<file path="config.mk">
export PLATFORM = sky130hd
export DESIGN_NAME = aes_key_expand
export DESIGN_NICKNAME = d
export VERILOG_FILES = /design/src/rtl/aes_pkg.sv /design/src/rtl/aes_sbox.sv /design/src/rtl/aes_key_expand.sv
export SDC_FILE = /design/constraint.sdc
export NUM_CORES = 2
export LEC_CHECK = 0
export ABC_AREA = 1
export BUFFER_PORTS_ARGS = -buffer_cell sky130_fd_sc_hd__buf_2
export CORE_ASPECT_RATIO = 0.9
export CORE_MARGIN = 8
export CORE_UTILIZATION = 36
export CTS_CLUSTER_DIAMETER = 40
export DETAILED_ROUTE_END_ITERATION = 16
export PLACE_DENSITY = 0.47
export SYNTH_ARGS = -nofsm -noshare
export SYNTH_HDL_FRONTEND = slang
export SYNTH_SLANG_ARGS = --single-unit
</file>
<file path="constraint.sdc">
create_clock -name clk -period 3.8 [get_ports clk]
set_input_delay 0.19 -clock clk [delete_from_list [all_inputs] [get_ports clk]]
set_output_delay 0.19 -clock clk [all_outputs]
set_load 0.005 [all_outputs]
</file>
<file path="src/rtl/aes_pkg.sv">
// Shared AES definitions: word/block types, key-schedule FSM states, round
// constants and the forward S-box table used by both key schedule and cipher.
package aes_pkg;

    typedef logic [31:0]  word_t;
    typedef logic [127:0] block_t;
    typedef logic [3:0]   rk_idx_t;

    typedef enum logic [1:0] {
        KS_IDLE,
        KS_EXPAND,
        KS_DONE
    } ks_state_t;

    localparam int NR_AES128 = 10;

    // Padded to the full 4-bit index range so any counter value has a defined entry.
    localparam logic [7:0] RCON [0:15] = '{
        8'h00, 8'h01, 8'h02, 8'h04, 8'h08, 8'h10, 8'h20, 8'h40,
        8'h80, 8'h1b, 8'h36, 8'h00, 8'h00, 8'h00, 8'h00, 8'h00
    };

    localparam logic [7:0] SBOX [0:255] = '{
        8'h63, 8'h7c, 8'h77, 8'h7b, 8'hf2, 8'h6b, 8'h6f, 8'hc5, 8'h30, 8'h01, 8'h67, 8'h2b, 8'hfe, 8'hd7, 8'hab, 8'h76,
        8'hca, 8'h82, 8'hc9, 8'h7d, 8'hfa, 8'h59, 8'h47, 8'hf0, 8'had, 8'hd4, 8'ha2, 8'haf, 8'h9c, 8'ha4, 8'h72, 8'hc0,
        8'hb7, 8'hfd, 8'h93, 8'h26, 8'h36, 8'h3f, 8'hf7, 8'hcc, 8'h34, 8'ha5, 8'he5, 8'hf1, 8'h71, 8'hd8, 8'h31, 8'h15,
        8'h04, 8'hc7, 8'h23, 8'hc3, 8'h18, 8'h96, 8'h05, 8'h9a, 8'h07, 8'h12, 8'h80, 8'he2, 8'heb, 8'h27, 8'hb2, 8'h75,
        8'h09, 8'h83, 8'h2c, 8'h1a, 8'h1b, 8'h6e, 8'h5a, 8'ha0, 8'h52, 8'h3b, 8'hd6, 8'hb3, 8'h29, 8'he3, 8'h2f, 8'h84,
        8'h53, 8'hd1, 8'h00, 8'hed, 8'h20, 8'hfc, 8'hb1, 8'h5b, 8'h6a, 8'hcb, 8'hbe, 8'h39, 8'h4a, 8'h4c, 8'h58, 8'hcf,
        8'hd0, 8'hef, 8'haa, 8'hfb, 8'h43, 8'h4d, 8'h33, 8'h85, 8'h45, 8'hf9, 8'h02, 8'h7f, 8'h50, 8'h3c, 8'h9f, 8'ha8,
        8'h51, 8'ha3, 8'h40, 8'h8f, 8'h92, 8'h9d, 8'h38, 8'hf5, 8'hbc, 8'hb6, 8'hda, 8'h21, 8'h10, 8'hff, 8'hf3, 8'hd2,
        8'hcd, 8'h0c, 8'h13, 8'hec, 8'h5f, 8'h97, 8'h44, 8'h17, 8'hc4, 8'ha7, 8'h7e, 8'h3d, 8'h64, 8'h5d, 8'h19, 8'h73,
        8'h60, 8'h81, 8'h4f, 8'hdc, 8'h22, 8'h2a, 8'h90, 8'h88, 8'h46, 8'hee, 8'hb8, 8'h14, 8'hde, 8'h5e, 8'h0b, 8'hdb,
        8'he0, 8'h32, 8'h3a, 8'h0a, 8'h49, 8'h06, 8'h24, 8'h5c, 8'hc2, 8'hd3, 8'hac, 8'h62, 8'h91, 8'h95, 8'he4, 8'h79,
        8'he7, 8'hc8, 8'h37, 8'h6d, 8'h8d, 8'hd5, 8'h4e, 8'ha9, 8'h6c, 8'h56, 8'hf4, 8'hea, 8'h65, 8'h7a, 8'hae, 8'h08,
        8'hba, 8'h78, 8'h25, 8'h2e, 8'h1c, 8'ha6, 8'hb4, 8'hc6, 8'he8, 8'hdd, 8'h74, 8'h1f, 8'h4b, 8'hbd, 8'h8b, 8'h8a,
        8'h70, 8'h3e, 8'hb5, 8'h66, 8'h48, 8'h03, 8'hf6, 8'h0e, 8'h61, 8'h35, 8'h57, 8'hb9, 8'h86, 8'hc1, 8'h1d, 8'h9e,
        8'he1, 8'hf8, 8'h98, 8'h11, 8'h69, 8'hd9, 8'h8e, 8'h94, 8'h9b, 8'h1e, 8'h87, 8'he9, 8'hce, 8'h55, 8'h28, 8'hdf,
        8'h8c, 8'ha1, 8'h89, 8'h0d, 8'hbf, 8'he6, 8'h42, 8'h68, 8'h41, 8'h99, 8'h2d, 8'h0f, 8'hb0, 8'h54, 8'hbb, 8'h16
    };

endpackage

</file>
<file path="src/rtl/aes_sbox.sv">
// Single combinational AES forward S-box lookup.
module aes_sbox
    import aes_pkg::*;
(
    input  logic [7:0] value,
    output logic [7:0] result
);

    assign result = SBOX[value];

endmodule

</file>
<file path="src/rtl/aes_key_expand.sv">
// Iterative AES-128 key schedule: one round key per clock into an 11-entry
// store, streamed out as produced and readable through a registered port.
module aes_key_expand
    import aes_pkg::*;
#(
    parameter int NR = NR_AES128,
    parameter int KW = 128
)
(
    input  logic          clk,
    input  logic          rst,
    input  logic          start,
    input  logic [KW-1:0] key,
    output logic          ready,
    output logic          busy,
    output logic          done,
    output logic          rk_valid,
    output rk_idx_t       rk_idx,
    output logic [KW-1:0] rk_stream,
    input  rk_idx_t       rk_sel,
    output logic [KW-1:0] rk_out
);

    localparam rk_idx_t LAST_IDX = rk_idx_t'(NR);

    ks_state_t state;
    ks_state_t next_state;
    rk_idx_t   counter;
    block_t    store [0:NR];
    logic      load;
    logic      step;

    word_t  w0, w1, w2, w3;
    word_t  rot_word;
    word_t  sub_word;
    word_t  t;
    block_t next_key;
    block_t rd_data;

    always_ff @(posedge clk or negedge rst) begin
        if (!rst) begin
            state <= KS_IDLE;
        end else begin
            state <= next_state;
        end
    end

    always_comb begin
        next_state = state;
        load       = 1'b0;
        step       = 1'b0;
        case (state)
            KS_IDLE, KS_DONE: begin
                if (start) begin
                    load       = 1'b1;
                    next_state = KS_EXPAND;
                end
            end
            KS_EXPAND: begin
                step = 1'b1;
                if (counter == LAST_IDX) begin
                    next_state = KS_DONE;
                end
            end
            default: next_state = KS_IDLE;
        endcase
    end

    assign ready = (state != KS_EXPAND);
    assign busy  = ~ready;
    assign done  = (state == KS_DONE);

    // rk_stream always holds the last key written, i.e. store[counter-1].
    assign w0       = rk_stream[127:96];
    assign w1       = rk_stream[95:64];
    assign w2       = rk_stream[63:32];
    assign w3       = rk_stream[31:0];
    assign rot_word = {w3[23:0], w3[31:24]};

    for (genvar g = 0; g < 4; g++) begin : g_sbox
        aes_sbox u_sbox (
            .value  (rot_word[8*g +: 8]),
            .result (sub_word[8*g +: 8])
        );
    end

    always_comb begin
        t        = sub_word ^ {RCON[counter], 24'h0};
        next_key = '0;
        next_key[127:96] = w0 ^ t;
        next_key[95:64]  = w1 ^ next_key[127:96];
        next_key[63:32]  = w2 ^ next_key[95:64];
        next_key[31:0]   = w3 ^ next_key[63:32];
    end

    always_comb begin
        rd_data = '0;
        for (int i = 0; i <= NR; i++) begin
            if (rk_sel == rk_idx_t'(i)) begin
                rd_data = store[i];
            end
        end
    end

    always_ff @(posedge clk or negedge rst) begin
        if (!rst) begin
            rk_valid  <= 1'b0;
            rk_idx    <= '0;
            rk_stream <= '0;
            rk_out    <= '0;
            counter   <= '0;
            for (int i = 0; i <= NR; i++) begin
                store[i] <= '0;
            end
        end else begin
            rk_out   <= rd_data;
            rk_valid <= load | step;
            if (load) begin
                store[0]  <= key;
                rk_stream <= key;
                rk_idx    <= '0;
                counter   <= rk_idx_t'(1);
            end else if (step) begin
                for (int i = 1; i <= NR; i++) begin
                    if (counter == rk_idx_t'(i)) begin
                        store[i] <= next_key;
                    end
                end
                rk_stream <= next_key;
                rk_idx    <= counter;
                counter   <= counter + rk_idx_t'(1);
            end
        end
    end

endmodule

</file>
Word level (Yosys, flattened, before mapping)
Memory sizes are Yosys's and may differ from the RTL's.
Index checks and enable logic that the tools add are counted.
{"block": "classes", "eq_ne": 25, "magnitude_cmp": 5, "add_sub_neg": 1, "n_reduce_logical": 15, "mux": 33, "bitwise_logic": 13}
{"op": "128-bit 2-to-1 mux", "count": 13}
{"op": "32-bit bitwise XOR", "count": 5}
{"op": "8-bit 2-to-1 mux", "count": 10}
{"op": "9-bit >= comparator, second input constant", "count": 4}
{"op": "8-bit inverter with 9-bit output", "count": 4}
{"op": "4-bit by 3-bit equality test with 1-bit output, second input constant", "count": 8}
{"op": "3-bit AND reduction", "count": 10}
{"op": "4-bit equality test, second input constant", "count": 6}
{"op": "4-bit by 2-bit equality test with 1-bit output, second input constant", "count": 4}
{"op": "4-bit 2-to-1 mux", "count": 4}
{"op": "4-bit by 1-bit equality test with 1-bit output, second input constant", "count": 2}
{"op": "5-bit >= comparator, second input constant", "count": 1}
{"op": "4-bit inverter with 5-bit output", "count": 1}
{"op": "4-bit by 1-bit adder with 4-bit output, second input constant", "count": 1}
{"op": "4-bit zero test", "count": 1}
{"op": "2-bit 2-to-1 mux", "count": 2}
{"op": "2-bit inequality test, second input constant", "count": 2}
{"op": "2-bit case mux with 2 select lines", "count": 1}
{"op": "1-bit 2-to-1 mux", "count": 3}
{"op": "2-bit by 1-bit equality test with 1-bit output, second input constant", "count": 1}
{"op": "2-bit equality test, second input constant", "count": 1}
{"op": "2-bit zero test", "count": 1}
{"op": "2-bit by 1-bit inequality test with 1-bit output, second input constant", "count": 1}
{"op": "1-bit inverter", "count": 2}
{"op": "other kinds (4)", "count": 4}
{"block": "totals", "inputBits": 135, "regBits": 1675, "romBits": 8320, "output_inout_bits": 264, "n_memories": 5, "wordCells": 114}
{"name": "(no name shown)", "depth": 256, "width": 8, "read_ports": 1, "rd_ports_with_merged_regs": 0, "wr": 0, "line_no": "aes_sbox.sv:9", "text": "assign result = SBOX[value];"}
{"name": "(no name shown)", "depth": 256, "width": 8, "read_ports": 1, "rd_ports_with_merged_regs": 0, "wr": 0, "line_no": "aes_sbox.sv:9"}
{"name": "(no name shown)", "depth": 256, "width": 8, "read_ports": 1, "rd_ports_with_merged_regs": 0, "wr": 0, "line_no": "aes_sbox.sv:9"}
{"name": "(no name shown)", "depth": 256, "width": 8, "read_ports": 1, "rd_ports_with_merged_regs": 0, "wr": 0, "line_no": "aes_sbox.sv:9"}
{"name": "(no name shown)", "depth": 16, "width": 8, "read_ports": 1, "rd_ports_with_merged_regs": 0, "wr": 0, "line_no": "aes_key_expand.sv:88", "text": "t = sub_word ^ {RCON[counter], 24'h0};"}

Logic depth before layout (Yosys ltp)
{"block": "depth", "depth_word": 12, "depth_mapped": 25}

Hierarchy
Synthesis repeated with hierarchy kept, for this count alone.
{"block": "unflattened", "cells_unflattened": 11000, "hier_area_um2": 84609.9}
{"mod": "aes_key_expand", "cells_each": 8443, "area_each_um2": 72241.8, "n_inst": 1}
{"mod": "aes_sbox (g_sbox[1].u_sbox ...)", "cells_each": 635, "area_each_um2": 3093.0, "n_inst": 3}
{"mod": "aes_sbox (g_sbox[0].u_sbox)", "cells_each": 652, "area_each_um2": 3089.2, "n_inst": 1}

Worst setup path before layout
No wires, ideal clock.
{"block": "synth_timing", "path_type": "register to register", "from": "register rk_stream[17]", "to": "register store[154] (netlist name)", "setup_time_ns": 0.118, "t_arrival_ns": 2.825, "stages_incl_launch_ff": 21, "slack_ns": 0.857, "path_buffers": 1, "path_cell_list": "dfrtp_1 inv_1 ha_1 inv_1 nand2_1 nand2_1 o21ai_0 nand2_1 nand3_1 nand3_1 nand3_1 nand2_1 nand2_1 nand2_1 nand2_1 nand2_1 nand2_1 nand3_1 buf_4 nand3_1 nand2_1"}
{"block": "synth_via", "elab_chain_len": 9}
{"element": "start: declaration", "line_no": "aes_key_expand.sv:19", "text": "output logic [KW-1:0] rk_stream,"}
{"element": "start signal: assignment", "line_no": "aes_key_expand.sv:120", "text": "rk_stream <= key;"}
{"element": "start signal: assignment", "line_no": "aes_key_expand.sv:129", "text": "rk_stream <= next_key;"}
{"element": "8-bit inverter with 9-bit output (not written as such)", "line_no": "aes_sbox.sv:9"}
{"element": "memory read 256 x 8 bit"}
{"element": "8-bit 2-to-1 mux (not written as such) (2 in series)", "line_no": "aes_sbox.sv:9"}
{"element": "32-bit bitwise XOR", "line_no": "aes_key_expand.sv:88"}
{"element": "32-bit bitwise XOR", "line_no": "aes_key_expand.sv:90", "text": "next_key[127:96] = w0 ^ t;"}
{"element": "32-bit bitwise XOR", "line_no": "aes_key_expand.sv:91", "text": "next_key[95:64] = w1 ^ next_key[127:96];"}
{"element": "32-bit bitwise XOR", "line_no": "aes_key_expand.sv:92", "text": "next_key[63:32] = w2 ^ next_key[95:64];"}
{"element": "32-bit bitwise XOR", "line_no": "aes_key_expand.sv:93", "text": "next_key[31:0] = w3 ^ next_key[63:32];"}
{"element": "end signal: indexed assignment", "line_no": "aes_key_expand.sv:126", "text": "store[i] <= next_key;"}
{"element": "end: declaration", "line_no": "aes_key_expand.sv:29", "text": "block_t store [0:NR];"}
No other way between the ends. The select of a mux whose other input is x is not followed.
A chain may end at the register's enable or synchronous reset.

Final worst setup path
{"block": "layout_timing", "from": "register rk_stream[2]", "to": "register rk_stream[9]"}
{"block": "layout_via", "elab_chain_len": 11}
{"element": "8-bit inverter with 9-bit output (not written as such)", "line_no": "aes_sbox.sv:9"}
{"element": "memory read 256 x 8 bit"}
{"element": "8-bit 2-to-1 mux (not written as such) (2 in series)", "line_no": "aes_sbox.sv:9"}
{"element": "32-bit bitwise XOR", "line_no": "aes_key_expand.sv:88"}
{"element": "32-bit bitwise XOR", "line_no": "aes_key_expand.sv:90"}
{"element": "32-bit bitwise XOR", "line_no": "aes_key_expand.sv:91"}
{"element": "32-bit bitwise XOR", "line_no": "aes_key_expand.sv:92"}
{"element": "32-bit bitwise XOR", "line_no": "aes_key_expand.sv:93"}
{"element": "128-bit 2-to-1 mux", "line_no": "aes_key_expand.sv:123", "text": "end else if (step) begin"}
{"element": "128-bit 2-to-1 mux", "line_no": "aes_key_expand.sv:118", "text": "if (load) begin"}
No other way between the ends. The select of a mux whose other input is x is not followed.

==> impl_metrics.yaml <==
clock_tree:
  htree_levels: 5
  cts_buffers: 288
  tritoncts: "done"
  cts.sink_count: 1675
  clockBufferDepth: 4
  clk_pin_slew_ps: 50
  cts-root-buf: "clkbuf_16"
  postCtsSetupBuffers: 0
  clock_latency_ps: 890
global_route:
  grt_max_degree: 119
  antenna_found_initial: 53
  grt_pass1_vias: 82214
  overflow: 0
  grt.total_usage_pct: 36.9
  grt_pass1_wl_um: 655000
sta:
  hold_violations: 0
  fin_crit_sh_pct: 97.0
  setup_ws_ps: 115
  max_slew_margin_pct: 24.4
  finClkSkew_ps: 141
  finalMaxSlewViolations: 0
  worstMarginPinSlew_ps: 1130
  fin_setup_tns_ps: 0
  rsz0062_at_grt: "false"
  fin_hold_ws_ps: 41.5
  setup_viol: 0
  fin_crit_ps: 3690
  max_freq_mhz: 271
die:
  io_pins: 399
  rows: 167
  core_area_sq_mm: 0.230
  die_area_sq_mm: 0.247
  start_util_pct: 36.2
  die_y_um: 473
  die_w_um: 523
synthesis:
  ys_warn_count: 0
  ys_seq_area_share_pct: 50.2
  async_reset_ff_share_pct: 100
  ys_types: 48
  synth_seq_cells: 1675
  synth_top_flop_cell: "dfrtp_1"
  synth_nets: 11015
  avgSynthCellArea_sq_um: 7.71
  synth_edf_count: 0
  yosysTopAreaCellShare_pct: 50.2
  yosysTopAreaCell: "dfrtp_1"
  synth_area_leaders: "dfrtp_1, nand2_1, nand3_1"
  synthCells: 10816
  syn_area_sq_mm: 0.0834
finish:
  final_common_cell: "nand2_1"
  drive_gt1_share_pct: 14.4
  fin_nets: 11695
  layout_common_cells: "nand2_1, dfrtp_1, nand3_1, o21ai_0, inv_1"
  area_delta_synth_final_pct: 25.0
  finalInstanceArea_sq_mm: 0.104
  fillers: 23140
worst_setup_path:
  crit_path_end_kind: "flip-flop"
  ff2ff_path_depth: 17
  crit_fanout: 43
  start_kind: "flip-flop"
  crit_arrival_ps: 4380
  reg2reg_to: "rk_stream[9]$_DFFE_PN0P_"
  crit_path_end: "rk_stream[9]$_DFFE_PN0P_"
  r2r-start: "rk_stream[2]$_DFFE_PN0P_"
  crit_start: "rk_stream[2]$_DFFE_PN0P_"
  worst-setup-path-type: "reg2reg"
  regToRegSetupSlack_ps: 110
  required_ps: 4490
placement:
  place_ws_ps: 124
  numPortBuffers: 398
  hpwl_um: 325000
  dpl_cell_area_sq_mm: 0.0928
  routabilityCongestion: 1.03
pwr:
  power_density_mw_per_mm2: 1240
  power.total_uw: 129000
  peakVddDrop_v: 0.000849
  power_leakage_uw: 0.0507
routing:
  drt-initial-drc-count: 11085
  viasPerCell: 5.81
  dr_total_vias: 85912
  routed_wl_um: 471000
  wl_per_cell_um: 31.9
  drt_first_pass_iters: 8
  drc_errors: 0
  antenna_left: 0
run:
  maxCapViolations: 0
worst_hold_path:
  hp-class: "in2async"
status:
  status: "finished clean"
flip-flops by register name, summed over array words and instances, names as in the netlist:
name       cells
rk_stream    128
counter        4
store       1408
state          2
rk_out       128
rk_valid       1
rk_idx         4
report_power, final:
group	switching, uW	internal [uW]	leakage (uW)	total [uW]
registers	4740	25900	0.0211	30600
logic	50300	20400	0.0247	70700
clock network	9720	17800	0.00496	27500
per-stage QoR:
stage,utilization [%],std cells
after floorplan,-,10816
after global placement,40.3,14128
after detailed placement,40.3,14128
after CTS,45.2,14760
after global routing,45.3,14763
final,45.3,14779
critical path, stage by stage, from the launching register on:
cell and delay (ps):
dfrtp_1 530, buf_12 270, nand2_1 120, nor2_1 560, nor2_1 80, a21oi_1 150, nand2_1 80, nand3_1 200
nand3_1 270, nand3_1 260, nand2_1 100, nand2_1 80, nand3_1 120, buf_4 180, nand3_1 60, buf_4 230
nand3_1 110, nand2_1 100
worst min path at each step:
stage	endpoint	slack (ps)	cells after the start
after floorplan	counter[0]$_DFFE_PN0P_	-110	0
after global placement	rk_stream[7]$_DFFE_PN0P_	320	1
after detailed placement	rk_stream[2]$_DFFE_PN0P_	320	1
after CTS	store[1353]$_DFFE_PN0P_	5	3
after global routing	store[1343]$_DFFE_PN0P_	20	3
final	store[1217]$_DFFE_PN0P_	40	2
final cells by class:
| class | count | area, sq um | area share [%] |
|---|---|---|---|
| multi-input combinational | 7696 | 35800 | 34.3 |
| tap | 3042 | 3810 | 3.65 |
| antenna | 19 | 47.5 | 0.0456 |
| clock inverter | 153 | 2230 | 2.14 |
| timing repair buffer | 1194 | 10000 | 9.62 |
| clock buffer | 359 | 7990 | 7.66 |
| inverter | 641 | 2490 | 2.39 |
| sequential | 1675 | 41900 | 40.2 |
synth_stat cells, types with 7 or more instances:
| master | n |
|---|---|
| buf_1 | 45 |
| xor2_1 | 8 |
| o21a_1 | 7 |
| clkbuf_1 | 528 |
| dfrtp_1 | 1675 |
| nor2_1 | 374 |
| o21ai_0 | 1378 |
| nand2_2 | 37 |
| inv_2 | 16 |
| o22ai_1 | 15 |
| nand2_1 | 3538 |
| ha_1 | 63 |
| a31oi_1 | 18 |
| clkinv_1 | 11 |
| o2111ai_1 | 114 |
| a21oi_1 | 268 |
| nand4_1 | 100 |
| buf_4 | 48 |
| a211oi_1 | 24 |
| buf_2 | 141 |
| o221ai_1 | 74 |
| nand3_1 | 1526 |
| clkbuf_2 | 21 |
| o211ai_1 | 54 |
| buf_6 | 21 |
| nor3_1 | 8 |
| inv_1 | 612 |
| o21bai_1 | 23 |
| a221oi_1 | 16 |
what timing repair did:
item | CTS | global route
hold buffers | 120 | 0
hold endpoints to repair | 342 | 0
setup endpoints to repair | 0 | 134
gates resized for setup | 0 | 14
cells by family (layout without fill, tap and decap cells):
| family | count (synthesis) | after routing | synth area share [%] |
|---|---|---|---|
| buffers and inverters | 1445 | 2347 | 7.16 |
| AND/OR/NAND/NOR | 5603 | 5603 | 28.0 |
| adder cells (fa/ha/maj) | 64 | 64 | 0.969 |
| XOR/XNOR | 8 | 8 | 0.0840 |
| other | 0 | 19 | 0 |
| flip-flops | 1675 | 1675 | 50.2 |
| AO/OA/AOI/OAI | 2021 | 2021 | 13.5 |
per-layer routing:
metal	part of all wire (%)	GRT usage, %
met5	0.045	0
met3	9.5	8.26
met2	42	53.7
met1	43	51.7
met4	6.0	18.6
(Power assumes the default switching activity.)
